==> config.mk <==
export PLATFORM = sky130hd
export DESIGN_NAME = mul_ctrl_flat
export DESIGN_NICKNAME = d
export VERILOG_FILES = /design/src/rtl/mul_ctrl_if.sv /design/src/rtl/mul_ctrl.sv /design/src/flat_wrapper.sv
export SDC_FILE = /design/constraint.sdc
export NUM_CORES = 1
export LEC_CHECK = 0
export ABC_CLOCK_PERIOD_IN_PS = 1540
export CORE_UTILIZATION = 35
export DETAILED_ROUTE_END_ITERATION = 8
export PLACE_DENSITY = 0.75
export REMOVE_ABC_BUFFERS = 1
export SYNTH_ARGS = -nofsm -noshare
export SYNTH_HDL_FRONTEND = slang
export SYNTH_SLANG_ARGS = --single-unit
export TNS_END_PERCENT = 5
==> constraint.sdc <==
create_clock -name clk_i -period 1.54 [get_ports clk_i]
set_input_delay 0.231 -clock clk_i [delete_from_list [all_inputs] [get_ports clk_i]]
set_output_delay 0.231 -clock clk_i [all_outputs]
set_load 0.005 [all_outputs]
==> src/rtl/mul_ctrl_if.sv <==
// Exe-stage <-> multiplier controller signal bundle.
// slave: the controller itself; master: the pipeline / multiplier side.
interface mul_ctrl_if;
  logic        valid_i;
  logic        is_mul_i;
  logic        flush_i;
  logic [31:0] data_rs1_i;
  logic [31:0] data_rs2_i;
  logic [31:0] mul_res_i;
  logic        mul_start_o;
  logic [31:0] mul_rs1_o;
  logic [31:0] mul_rs2_o;
  logic        stall_o;
  logic        done_o;
  logic [31:0] res_o;
  logic        busy_o;

  modport slave (
    input  valid_i, is_mul_i, flush_i, data_rs1_i, data_rs2_i, mul_res_i,
    output mul_start_o, mul_rs1_o, mul_rs2_o, stall_o, done_o, res_o, busy_o
  );

  modport master (
    output valid_i, is_mul_i, flush_i, data_rs1_i, data_rs2_i, mul_res_i,
    input  mul_start_o, mul_rs1_o, mul_rs2_o, stall_o, done_o, res_o, busy_o
  );
endinterface

==> src/rtl/mul_ctrl.sv <==
// Multi-cycle multiplier sequencer for the exe stage: latches operands,
// pulses start, waits MUL_LATENCY cycles, captures the product and
// reports done for one cycle while stalling the front of the pipeline.
module mul_ctrl #(
  parameter int unsigned MUL_LATENCY = 3
) (
  input  logic       clk_i,
  input  logic       rstn_i,
  mul_ctrl_if.slave  bus
);

  typedef enum logic [1:0] {
    IDLE = 2'd0,
    BUSY = 2'd1,
    DONE = 2'd2
  } state_t;

  localparam logic [3:0] LAT = 4'(MUL_LATENCY);

  state_t      state;
  logic [3:0]  cnt;
  logic [31:0] rs1_q;
  logic [31:0] rs2_q;
  logic [31:0] res_q;
  logic        request;

  assign request = bus.valid_i & bus.is_mul_i & ~bus.flush_i;

  // Sequencer: operand latch, latency countdown, product capture; flush aborts to IDLE
  always_ff @(posedge clk_i or negedge rstn_i) begin
    if (!rstn_i) begin
      state <= IDLE;
      cnt   <= '0;
      rs1_q <= '0;
      rs2_q <= '0;
      res_q <= '0;
    end else if (bus.flush_i) begin
      state <= IDLE;
      cnt   <= '0;
    end else begin
      case (state)
        IDLE: begin
          if (request) begin
            rs1_q <= bus.data_rs1_i;
            rs2_q <= bus.data_rs2_i;
            cnt   <= LAT;
            state <= BUSY;
          end
        end
        BUSY: begin
          cnt <= cnt - 4'd1;
          if (cnt == 4'd1) begin
            res_q <= bus.mul_res_i;
            state <= DONE;
          end
        end
        // Leave unconditionally: the instruction advances this cycle, so it must not retrigger
        DONE: begin
          cnt   <= '0;
          state <= IDLE;
        end
        default: begin
          cnt   <= '0;
          state <= IDLE;
        end
      endcase
    end
  end

  // Outputs decoded from registered state; unknown encodings decode to all-zero
  always_comb begin
    bus.busy_o      = (state == BUSY);
    bus.mul_start_o = (state == BUSY) && (cnt == LAT);
    bus.stall_o     = ~bus.flush_i & (((state == IDLE) & request) | (state == BUSY));
    bus.done_o      = ~bus.flush_i & (state == DONE);
  end

  assign bus.mul_rs1_o = rs1_q;
  assign bus.mul_rs2_o = rs2_q;
  assign bus.res_o     = res_q;

endmodule

==> src/flat_wrapper.sv <==
// flat-port wrapper written by rule: the top's interface ports become plain ports
module mul_ctrl_flat 
#(
  parameter int unsigned MUL_LATENCY = 3
)
  (clk_i, rstn_i, bus_valid_i, bus_is_mul_i, bus_flush_i, bus_data_rs1_i, bus_data_rs2_i, bus_mul_res_i, bus_mul_start_o, bus_mul_rs1_o, bus_mul_rs2_o, bus_stall_o, bus_done_o, bus_res_o, bus_busy_o);
  mul_ctrl_if bus_i ();
  input  logic clk_i;
  input  logic rstn_i;
  input wire logic [$bits(bus_i.valid_i)-1:0] bus_valid_i;
  input wire logic [$bits(bus_i.is_mul_i)-1:0] bus_is_mul_i;
  input wire logic [$bits(bus_i.flush_i)-1:0] bus_flush_i;
  input wire logic [$bits(bus_i.data_rs1_i)-1:0] bus_data_rs1_i;
  input wire logic [$bits(bus_i.data_rs2_i)-1:0] bus_data_rs2_i;
  input wire logic [$bits(bus_i.mul_res_i)-1:0] bus_mul_res_i;
  output wire logic [$bits(bus_i.mul_start_o)-1:0] bus_mul_start_o;
  output wire logic [$bits(bus_i.mul_rs1_o)-1:0] bus_mul_rs1_o;
  output wire logic [$bits(bus_i.mul_rs2_o)-1:0] bus_mul_rs2_o;
  output wire logic [$bits(bus_i.stall_o)-1:0] bus_stall_o;
  output wire logic [$bits(bus_i.done_o)-1:0] bus_done_o;
  output wire logic [$bits(bus_i.res_o)-1:0] bus_res_o;
  output wire logic [$bits(bus_i.busy_o)-1:0] bus_busy_o;
  assign bus_i.valid_i = bus_valid_i;
  assign bus_i.is_mul_i = bus_is_mul_i;
  assign bus_i.flush_i = bus_flush_i;
  assign bus_i.data_rs1_i = bus_data_rs1_i;
  assign bus_i.data_rs2_i = bus_data_rs2_i;
  assign bus_i.mul_res_i = bus_mul_res_i;
  assign bus_mul_start_o = bus_i.mul_start_o;
  assign bus_mul_rs1_o = bus_i.mul_rs1_o;
  assign bus_mul_rs2_o = bus_i.mul_rs2_o;
  assign bus_stall_o = bus_i.stall_o;
  assign bus_done_o = bus_i.done_o;
  assign bus_res_o = bus_i.res_o;
  assign bus_busy_o = bus_i.busy_o;
  mul_ctrl #(.MUL_LATENCY(MUL_LATENCY)) u_core (.clk_i(clk_i), .rstn_i(rstn_i), .bus(bus_i));
endmodule
==> results.toml <==
[run_status]
outcome = "finished, violations left"
violations = "setup timing"

[synth]
synth-async-reset-ratio_pct = 100.0
synthCells = 237
ys_types = 27
syn_area_sq_mm = 0.003939
synth_edf_count = 0
netlist.area_leader.share_pct = 64.80
yosysMostFrequentCell = "dfrtp_1"
ys.flop_type = "dfrtp_1"
synth.avg_cell_area_sq_um = 16.62
ys_seq_area_share_pct = 64.80
yosys.area.top_type = "dfrtp_1"
synthTopCellsByArea = "dfrtp_1 (65%), mux2_2 (19%), mux2_1 (8.3%)"
ys_ff_latch = 102
synth_warnings = 0
synthTopCellsByCount = "dfrtp_1 (102), mux2_2 (67), mux2_1 (29), buf_4 (5), inv_1 (4)"

[flow_run]
cap_viol_max_count = 0

[critical_path]
cp.required_ns = 1.79
max_stage_delay_ns = 0.41
cp_cell_sequence = "buf_6 -> nor4_4 -> buf_4 -> buf_12 -> clkbuf_16 -> mux2_2"
r2r_cells = 6
slowest_stage = "dfrtp_1"
rrSetupSlack_ns = -0.19
path_max_fanout = 8
cp-start-kind = "register"
path_delay_family = "buffers and inverters"
path_class = "reg -> reg"
r2r-start = "u_core.state[0]"
arrival_ns = 1.98
crit_buf_inv = 4
crit_path_end_kind = "register"
rr_endpoint = "u_core.bus.mul_rs1_o[9]"

[cts]
clk_pin_slew_ns = 0.10
cts_max_level = 3
clock-sinks = 102
cts_tree = "yes"
cts_made_buffers = 9
clk_latency_ns = 0.36
clk_path_buf_depth = 2
cts.root.buffer_cell = "clkbuf_8"

[route]
wirelength_um = 10430
drt_iter0_drc = 92
num_vias = 2869
drc = 0
wire_per_inst_um = 16.96
ant_nets = 0
drt_first_pass_iters = 4
viasPerCell = 4.665

[global_route]
grt_pass1_vias = 3162
overflow = 0
grt_pass1_wl_um = 15800
grt_max_degree = 103
antenna_found_initial = 0
grt.total_usage_pct = 17.67

[sta]
setup_violations = 101
hold_slack_ns = 0.4599
hold_viol = 0
slew_viol_final = 0
finalClockSkew_ns = 0.007054
clock.fmax_mhz = 578.8
worst_slew_pin_slew_ns = 0.5506
layout_setup_ws_ns = -0.1876
min_period_over_period_pct = 112.2
rsz0062_at_grt = "yes"
maxSlewHeadroom_pct = 63.29
min_period_ns = 1.728

[placed_design]
port-buffer-count = 200
dp_slack_ns = -0.4552
dp_cells = 588
gp_congestion = 0.7234
dpl.hpwl_um = 7162

[floorplan]
initial_core_util_pct = 36.18
core_sq_mm = 0.01089
fp.dieH_um = 108.1
boundaryPins = 201
die-area_sq_mm = 0.01168
row_count = 38
dieWidth_um = 108.1

[hold_path]
min_path_type = "in -> async"

[final_layout]
drive_gt1_share_pct = 33.26
diodes = 0
area_growth_pct = 75.86
final_cells = 615
nets = 574

[pwr]
p_sw_share_pct = 24.19
seq_power_share_pct = 43.4
peakVddDrop_mv = 0.6910
power_density_mw_per_mm2 = 1247
p_leak_nw = 3.163
combPwrFrac_pct = 34.9
clockPowerShare_pct = 21.7
p_switching_mw = 2.089
internal-power_mw = 6.546
registers in the layout (all words and copies together) (netlist names):
signal and flops:
u_core.bus.mul_rs2_o 32, u_core.state 2, u_core.cnt 4, u_core.bus.res_o 32, u_core.bus.mul_rs1_o 32
cell usage in the layout (no fill, tap or decap), types with 2 or more instances in the layout:
cell / n
buf_12: 6
clkbuf_16: 2
clkinv_2: 2
dlymetal6s2s_1: 4
bufinv_16: 2
mux2_4: 61
buf_2: 2
clkbuf_8: 10
mux2_2: 35
clkdlybuf4s50_1: 191
buf_4: 15
buf_6: 9
inv_1: 4
clkinvlp_4: 2
dfrtp_1: 101
nor2_1: 2
ha_1: 3
power by group through the flow:
stage	sequential, mW	clock, mW	combinational [mW]
after floorplan	3.81	0	0.646
after global placement	3.73	0	2.58
after detailed placement	3.79	0	2.64
after CTS	3.75	1.93	2.98
after global routing	3.84	2.02	3.20
final	3.75	1.88	3.01
area by class of cell:
cell class / instances / area [sq um]
Clock buffer: 10 / 137.6
Multi-Input combinational cell: 121 / 1551
Sequential cell: 102 / 2554
Timing Repair Buffer: 232 / 2409
Inverter: 4 / 15.01
Tap cell: 140 / 175.2
Fill cell: 843 / 3961
Clock inverter: 6 / 85.08
tightest hold or removal path, delay by kind of cell:
family	cells	cell delay (ns)
buffers and inverters	3	1.05
through the flow:
| step | cell area [sq um] | power, mW | TNS [ns] | utilization (%) |
|---|---|---|---|---|
| after floorplan | 3857 | 4.458 | -210.68 | - |
| after global placement | 6261 | 6.309 | -27.46 | 57.50 |
| after detailed placement | 6261 | 6.426 | -33.29 | 57.50 |
| after CTS | 6794 | 8.656 | -15.36 | 62.40 |
| after global routing | 6927 | 9.066 | -20.46 | 63.62 |
| final | 6927 | 8.635 | -15.07 | 63.62 |
worst max-delay path by stage:
stage | start | end | slack (ns) | depth (start not counted)
finish | u_core.state[0] | u_core.bus.mul_rs1_o[9] | -0.19 | 6
global placement | bus_flush_i | bus_stall_o | -0.45 | 4
floorplan | u_core.state[0] | u_core.bus.mul_rs1_o[0] | -3.14 | 2
detailed placement | bus_flush_i | bus_stall_o | -0.46 | 4
CTS | u_core.state[0] | u_core.bus.mul_rs2_o[8] | -0.20 | 6
global route | u_core.state[0] | u_core.bus.mul_rs1_o[17] | -0.24 | 6
what timing repair did:
action / CTS / global route
setup buffers: 7 / 0
pin swaps: 2 / 0
hold buffers: 1 / 0
resized for setup: 81 / 24
hold endpoints to repair: 102 / 0
setup endpoints to repair: 101 / 107
cloned: 1 / 2
logic make-up (layout without fill, tap and decap cells):
| logic type | count (synthesis) | in the layout | synth area share [%] |
|---|---|---|---|
| XOR/XNOR | 1 | 1 | 0.2224 |
| AND/OR/NAND/NOR | 13 | 13 | 2.605 |
| buffers and inverters | 14 | 252 | 2.446 |
| AO/OA/AOI/OAI | 8 | 8 | 1.525 |
| multiplexers | 96 | 96 | 27.45 |
| adder cells (fa/ha/maj) | 3 | 3 | 0.9531 |
| flip-flops | 102 | 102 | 64.80 |
layer usage:
layer | up-vias | share of wire, % | global-route usage [%]
met5 | - | 0 | 0
met1 | 1437 | 40 | 20.66
li1 | 1300 | - | -
met2 | 109 | 50 | 29.66
met4 | 0 | 3.0 | 9.100
met3 | 23 | 7.0 | 4.822
Power figures use the tool's default switching activity.
==> edit 1, RTL diff (same settings) <==
The 3 states of `state_t` get a one-hot encoding in 3 bits.
--- a/src/rtl/mul_ctrl.sv
+++ b/src/rtl/mul_ctrl.sv
@@ -9,10 +9,10 @@
   mul_ctrl_if.slave  bus
 );
 
-  typedef enum logic [1:0] {
-    IDLE = 2'd0,
-    BUSY = 2'd1,
-    DONE = 2'd2
+  typedef enum logic [2:0] {
+    IDLE = 3'b001,
+    BUSY = 3'b010,
+    DONE = 3'b100
   } state_t;
 
   localparam logic [3:0] LAT = 4'(MUL_LATENCY);
Function: no difference found for any inputs over 10 cycles, from zero or initial values and one cycle with rstn_i low; not proved beyond that.
==> edit 1 against the unedited design <==
The run still ends with setup timing left; clock power up 30%; synthesized cell count up 1.7%; sequential share of layout area up 0.85 points; clock skew down 0.00077 ns; setup slack worse by 0.33 ns; area after synthesis up 0.76%; routed wire length up 0.46%; sequential cell count up 1; power down 10%; first-iteration DRC count down 48%; cell count down 1.3%; die area up 0.74%; design area down 1.3%; critical path type unchanged; critical endpoint is now u_core.bus.mul_rs2_o[15]; highest routed layer unchanged.
==> edit 1: results (changes against the unedited design) <==
STA
  • Final period utilization: 133.6% (+21 points)
  • Final setup vio count: 100 (-0.99%)
  • Setup ws final: -0.5180 ns (-0.3304 ns)
  • Slew @ Worst Pin: 0.2783 ns (-0.2723 ns)
  • Clk_skew: 0.006283 ns (-0.0007707 ns)

Setup path
  • CP max stage delay: 0.54 ns (+0.13 ns)
  • Slowest-stage cell, CP: dfstp_2
  • FF-to-FF End: u_core.bus.mul_rs2_o[15]
  • Arrival @ worst endpoint: 2.27 ns (+0.29 ns)
  • Critical path's top delay family: simple AND/OR/NAND/NOR gates
  • Worst r2r src: u_core.state[0]
  • CP Max Fanout: 11 (+3)

Logic synthesis
  • Post-synth top cells: dfrtp_1, mux2_1, mux2_2
  • Post-synthesis xor/xnor area fraction: 0.2207% (-0.0017 points)
  • Count of cell types in the netlist: 28 (+3.7%)
  • Compound-gate portion of the synthesized area: 1.166% (-0.36 points)
  • Sequential fraction of the synthesis area: 64.97% (+0.17 points)
  • Post-synthesis cell count: 241 (+1.7%)
  • Mux contribution to synthesized area: 27.49% (+0.045 points)
  • Adder-Cell Fraction of Synth Area: 0.9458% (-0.0072 points)
  • Largest cells by area after synthesis: dfrtp_1, mux2_1, mux2_2, buf_6, ha_1

Route
  • Pre-antenna DRT Iters: 3 (-1)
  • Vias after detailed routing: 2,875 (+0.21%)
  • WL final: 10,480 µm (+0.46%)
  • Initial DRC count: 48 (-48%)
  • Met2 Wirelength: 5513 µm (+5.0%)
  • M1 WL: 4128 µm (-0.31%)

Clocking
  • Clk slew on worst S/H paths: 0.07 ns (-0.03 ns)
  • Worst skew pair latency: 0.34 ns (-0.02 ns)
  • Clock root cell: clkbuf_16

Placement
  • Routability cong.: 0.7589 (+4.9%)
  • Dpl cells: 585 (-0.51%)
  • Hpwl dp: 7224 µm (+0.87%)

Run status
  • Status: complete, but fails checks
  • Violations in the final reports: setup timing

Finish
  • Final nets: 566 (-1.4%)
  • Share of cells above drive strength 1: 25.05% (-8.2 points)
  • Non-Filler Instances: 607 (-1.3%)

Power and ir drop
  • Seq pwr: 3380 µW (-9.9%)
  • Clock Power Share: 31.4% (+9.7 points)
  • Leak: 0.003021 µW (-4.5%)
  • Peak supply drop: 0.6592 mV (-4.6%)
  • Power Density: 1135 nW/µm² (-8.9%)

Global routing
  • Largest net degree at the start of global routing: 52 (-50%)
  • Met2 GRT Util: 30.38% (+0.72 points)
  • Gr usage total: 17.02% (-0.65 points)
  • Met1 GRT Util: 18.00% (-2.7 points)
  • Wire length of the first global-routing pass: 15,160 µm (-4.1%)
  • Met3 Track Usage GR: 6.389% (+1.6 points)
  • Vias in the first global route: 3,067 (-3.0%)
edit 1: repair_timing:
item	in CTS	in global routing
pin swaps	0	2
gates resized for setup	11	39
cloned	0	4
endpoints found under the hold margin	102	0
endpoints found under the setup margin	104	102
buffers inserted	0	1
hold buffers	1	0
edit 1: area by class of cell:
type / instances / area, µm²
Clock inverter: 5 / 81.33
Timing Repair Buffer: 220 / 2292
Clock buffer: 11 / 242.7
Sequential cell: 103 / 2579
Multi-Input combinational cell: 124 / 1451
Inverter: 4 / 15.01
Fill cell: 892 / 4099
Tap cell: 140 / 175.2
edit 1: per-stage QoR:
| stage | hold slack (ns) | instance area, µm² | setup WS (ns) |
|---|---|---|---|
| after floorplan | -0.06459 | 3882 | -1.789 |
| after global placement | 0.04270 | 6230 | -0.7941 |
| after detailed placement | 0.04331 | 6230 | -0.8392 |
| after CTS | 0.2150 | 6594 | -0.5282 |
| after global routing | 0.2278 | 6837 | -0.5597 |
| final | 0.2248 | 6837 | -0.5180 |
==> edit 2, RTL diff (same flow settings) <==
Made on the original files. Make the reset (`rstn_i`) synchronous in one clocked block.
--- a/src/rtl/mul_ctrl.sv
+++ b/src/rtl/mul_ctrl.sv
@@ -27,7 +27,7 @@
   assign request = bus.valid_i & bus.is_mul_i & ~bus.flush_i;
 
   // Sequencer: operand latch, latency countdown, product capture; flush aborts to IDLE
-  always_ff @(posedge clk_i or negedge rstn_i) begin
+  always_ff @(posedge clk_i) begin
     if (!rstn_i) begin
       state <= IDLE;
       cnt   <= '0;
Formal check against the unedited RTL: differs if rstn_i is asserted again (counterexample within 4 cycles, from zero or initial values and one cycle with rstn_i low); with rstn_i held inactive, the same outputs for 10 cycles.
==> edit 2 against the unedited design <==
Sequential cell count did not move; routed wire length rose by 6.8%; the run ends with DRC, setup timing left; critical path depth rose by 1; synthesized cell count rose by 92%; largest cell class is now non-clock buffers; area after synthesis rose by 5.7%; design area fell by 0.85%; setup slack improved by 0.029 ns; fmax rose by 1.7%; worst hold slack got worse by 0.17 ns; via count rose by 31%.
Power is not compared: it rests on default switching activity, and its combinational part moved more than twofold at a synthesized area within 25%.
==> edit 2: results (changes against the unedited design) <==
Setup path
  • Critical path's top delay family: simple AND/OR/NAND/NOR gates
  • CP max stage delay: 0.39 ns (-0.02 ns)
  • CP Max Fanout: 14 (+6)
  • Arrival @ worst endpoint: 1.96 ns (-0.02 ns)
  • Slowest-stage cell, CP: or3b_4

Logic synthesis
  • Post-synth top cells: nand2_1, dfxtp_1, mux2i_1
  • Async set or reset register ratio after synthesis: 0% (-100 points)
  • Post-synthesis xor/xnor area fraction: 0.2103% (-0.012 points)
  • Adder-Cell Fraction of Synth Area: 0.9012% (-0.052 points)
  • Sequential fraction of the synthesis area: 49.02% (-16 points)
  • Largest cells by area after synthesis: dfxtp_1, mux2i_1, nand2_1, buf_8, clkbuf_1
  • Mux contribution to synthesized area: 23.07% (-4.4 points)
  • Count of cell types in the netlist: 30 (+11%)

Route
  • WL per Instance: 13.70 µm (-19%)
  • Pre-antenna DRT Iters: 6 (+2)
  • Vias after detailed routing: 3,753 (+31%)
  • # DRC: 18 (+18)
  • Initial DRC count: 107 (+16%)

Finish
  • Share of cells above drive strength 1: 9.403% (-24 points)
  • Final nets: 769 (+34%)
  • Fill cell count: 1,004 (+19%)

Min path
  • Hold Crit Class: input pin to register

STA
  • Max_slew headroom: 80.72% (+17 points)
  • Final setup vio count: 31 (-69%)
  • Setup_tns: -3.721 ns (+11.35 ns)
  • Clk_skew: 0.006947 ns (-0.0001063 ns)
  • Setup ws final: -0.1583 ns (+0.02929 ns)

Clocking
  • Clk slew on worst S/H paths: 0.07 ns (-0.03 ns)
  • Clock root cell: clkbuf_16
  • Worst skew pair latency: 0.33 ns (-0.03 ns)

Global routing
  • Wire length of the first global-routing pass: 18,000 µm (+14%)
  • Largest net degree at the start of global routing: 56 (-46%)

Run status
  • Status: complete, but fails checks
  • Violations in the final reports: DRC, setup timing

Die
  • Full die area: 12,340 µm² (+5.6%)

Placement
  • Routability cong.: 0.7473 (+3.3%)
## edit 2: cell count changes after synthesis, sizes merged, moves of 2 or more
cell,unedited run,this run
buf,10,18
dfxtp,0,102
nand3b,0,2
dfrtp,102,0
mux2i,0,96
a2111oi,2,0
mux2,96,0
a21oi,1,3
nand2,1,195
clkbuf,0,15
## edit 2: cells by family after synthesis
family	after synthesis
AOI/OAI and AO/OA	7
muxes	96
adders and majority gates	3
buffers and inverters	36
xor gates and xnor gates	1
DFF	102
and+or+nand+nor	211
## edit 2: path summary, 6_finish.rpt
path,cells after the start,to,startpoint
worst min register to register,2,u_core.bus.res_o[31],u_core.bus.res_o[31]
worst max-delay path,7,u_core.bus.res_o[9],u_core.cnt[1]
worst max register to register,7,u_core.bus.res_o[9],u_core.cnt[1]
worst min-delay path,4,u_core.state[0],rstn_i
## edit 2: worst register-to-register path: stages, from the launching register on
cell       delay [ns]
dfxtp_4          0.36
inv_4            0.06
ha_4             0.11
or3b_4           0.39
nor3_4           0.18
buf_12           0.15
clkbuf_16        0.19
mux2i_1          0.20
## edit 2: repair_timing
| item | CTS | global route |
|---|---|---|
| pin swaps | 1 | 0 |
| hold buffers | 0 | 0 |
| hold endpoints to repair | 0 | 0 |
| endpoints found under the setup margin | 38 | 83 |
| buffers inserted | 0 | 3 |
| resized for setup | 19 | 9 |
| gates cloned | 0 | 2 |
## edit 2: stage by stage
| stage | total power [µW] | hold slack, ns | util (%) | instances | worst slack (ns) |
|---|---|---|---|---|---|
| finish | 5599 | 0.2931 | 59.64 | 813 | -0.1583 |
| global route | 5839 | 0.3021 | 59.64 | 813 | -0.2118 |
| global placement | 3495 | 0.4412 | 56.06 | 792 | -0.4325 |
| CTS | 5671 | 0.2809 | 58.62 | 808 | -0.1267 |
| detailed placement | 3513 | 0.4470 | 56.06 | 792 | -0.4499 |
| floorplan | 2996 | 0.3527 | - | 423 | -5.769 |
## edit 2: cell type report
class	instances	share of cell area, %
clock buffer	11	3.534
multi-input combinational	318	28.46
sequential	102	29.84
clock inverter	5	0.6012
tap	143	2.605
inverter	3	0.2004
timing repair buffer	231	34.76
## edit 2: layer usage
layer  share of wire, %  vias up  routed length [µm]  track usage, %
li1                   -     1885                   -               -
met1                 40     1725                4472           19.39
met2                 51      122                5631           32.66
met3                6.9       21                 771           5.577
met4                2.4        0                 267           7.297
met5                  0        -                   0               0
## edit 2: power groups by stage
stage / Combinational, µW / Sequential [µW] / Clock, µW
floorplan: 199 / 2800 / 0
CTS: 725 / 2730 / 2210
global route: 784 / 2740 / 2310
detailed placement: 720 / 2790 / 0
global placement: 705 / 2790 / 0
finish: 723 / 2730 / 2140
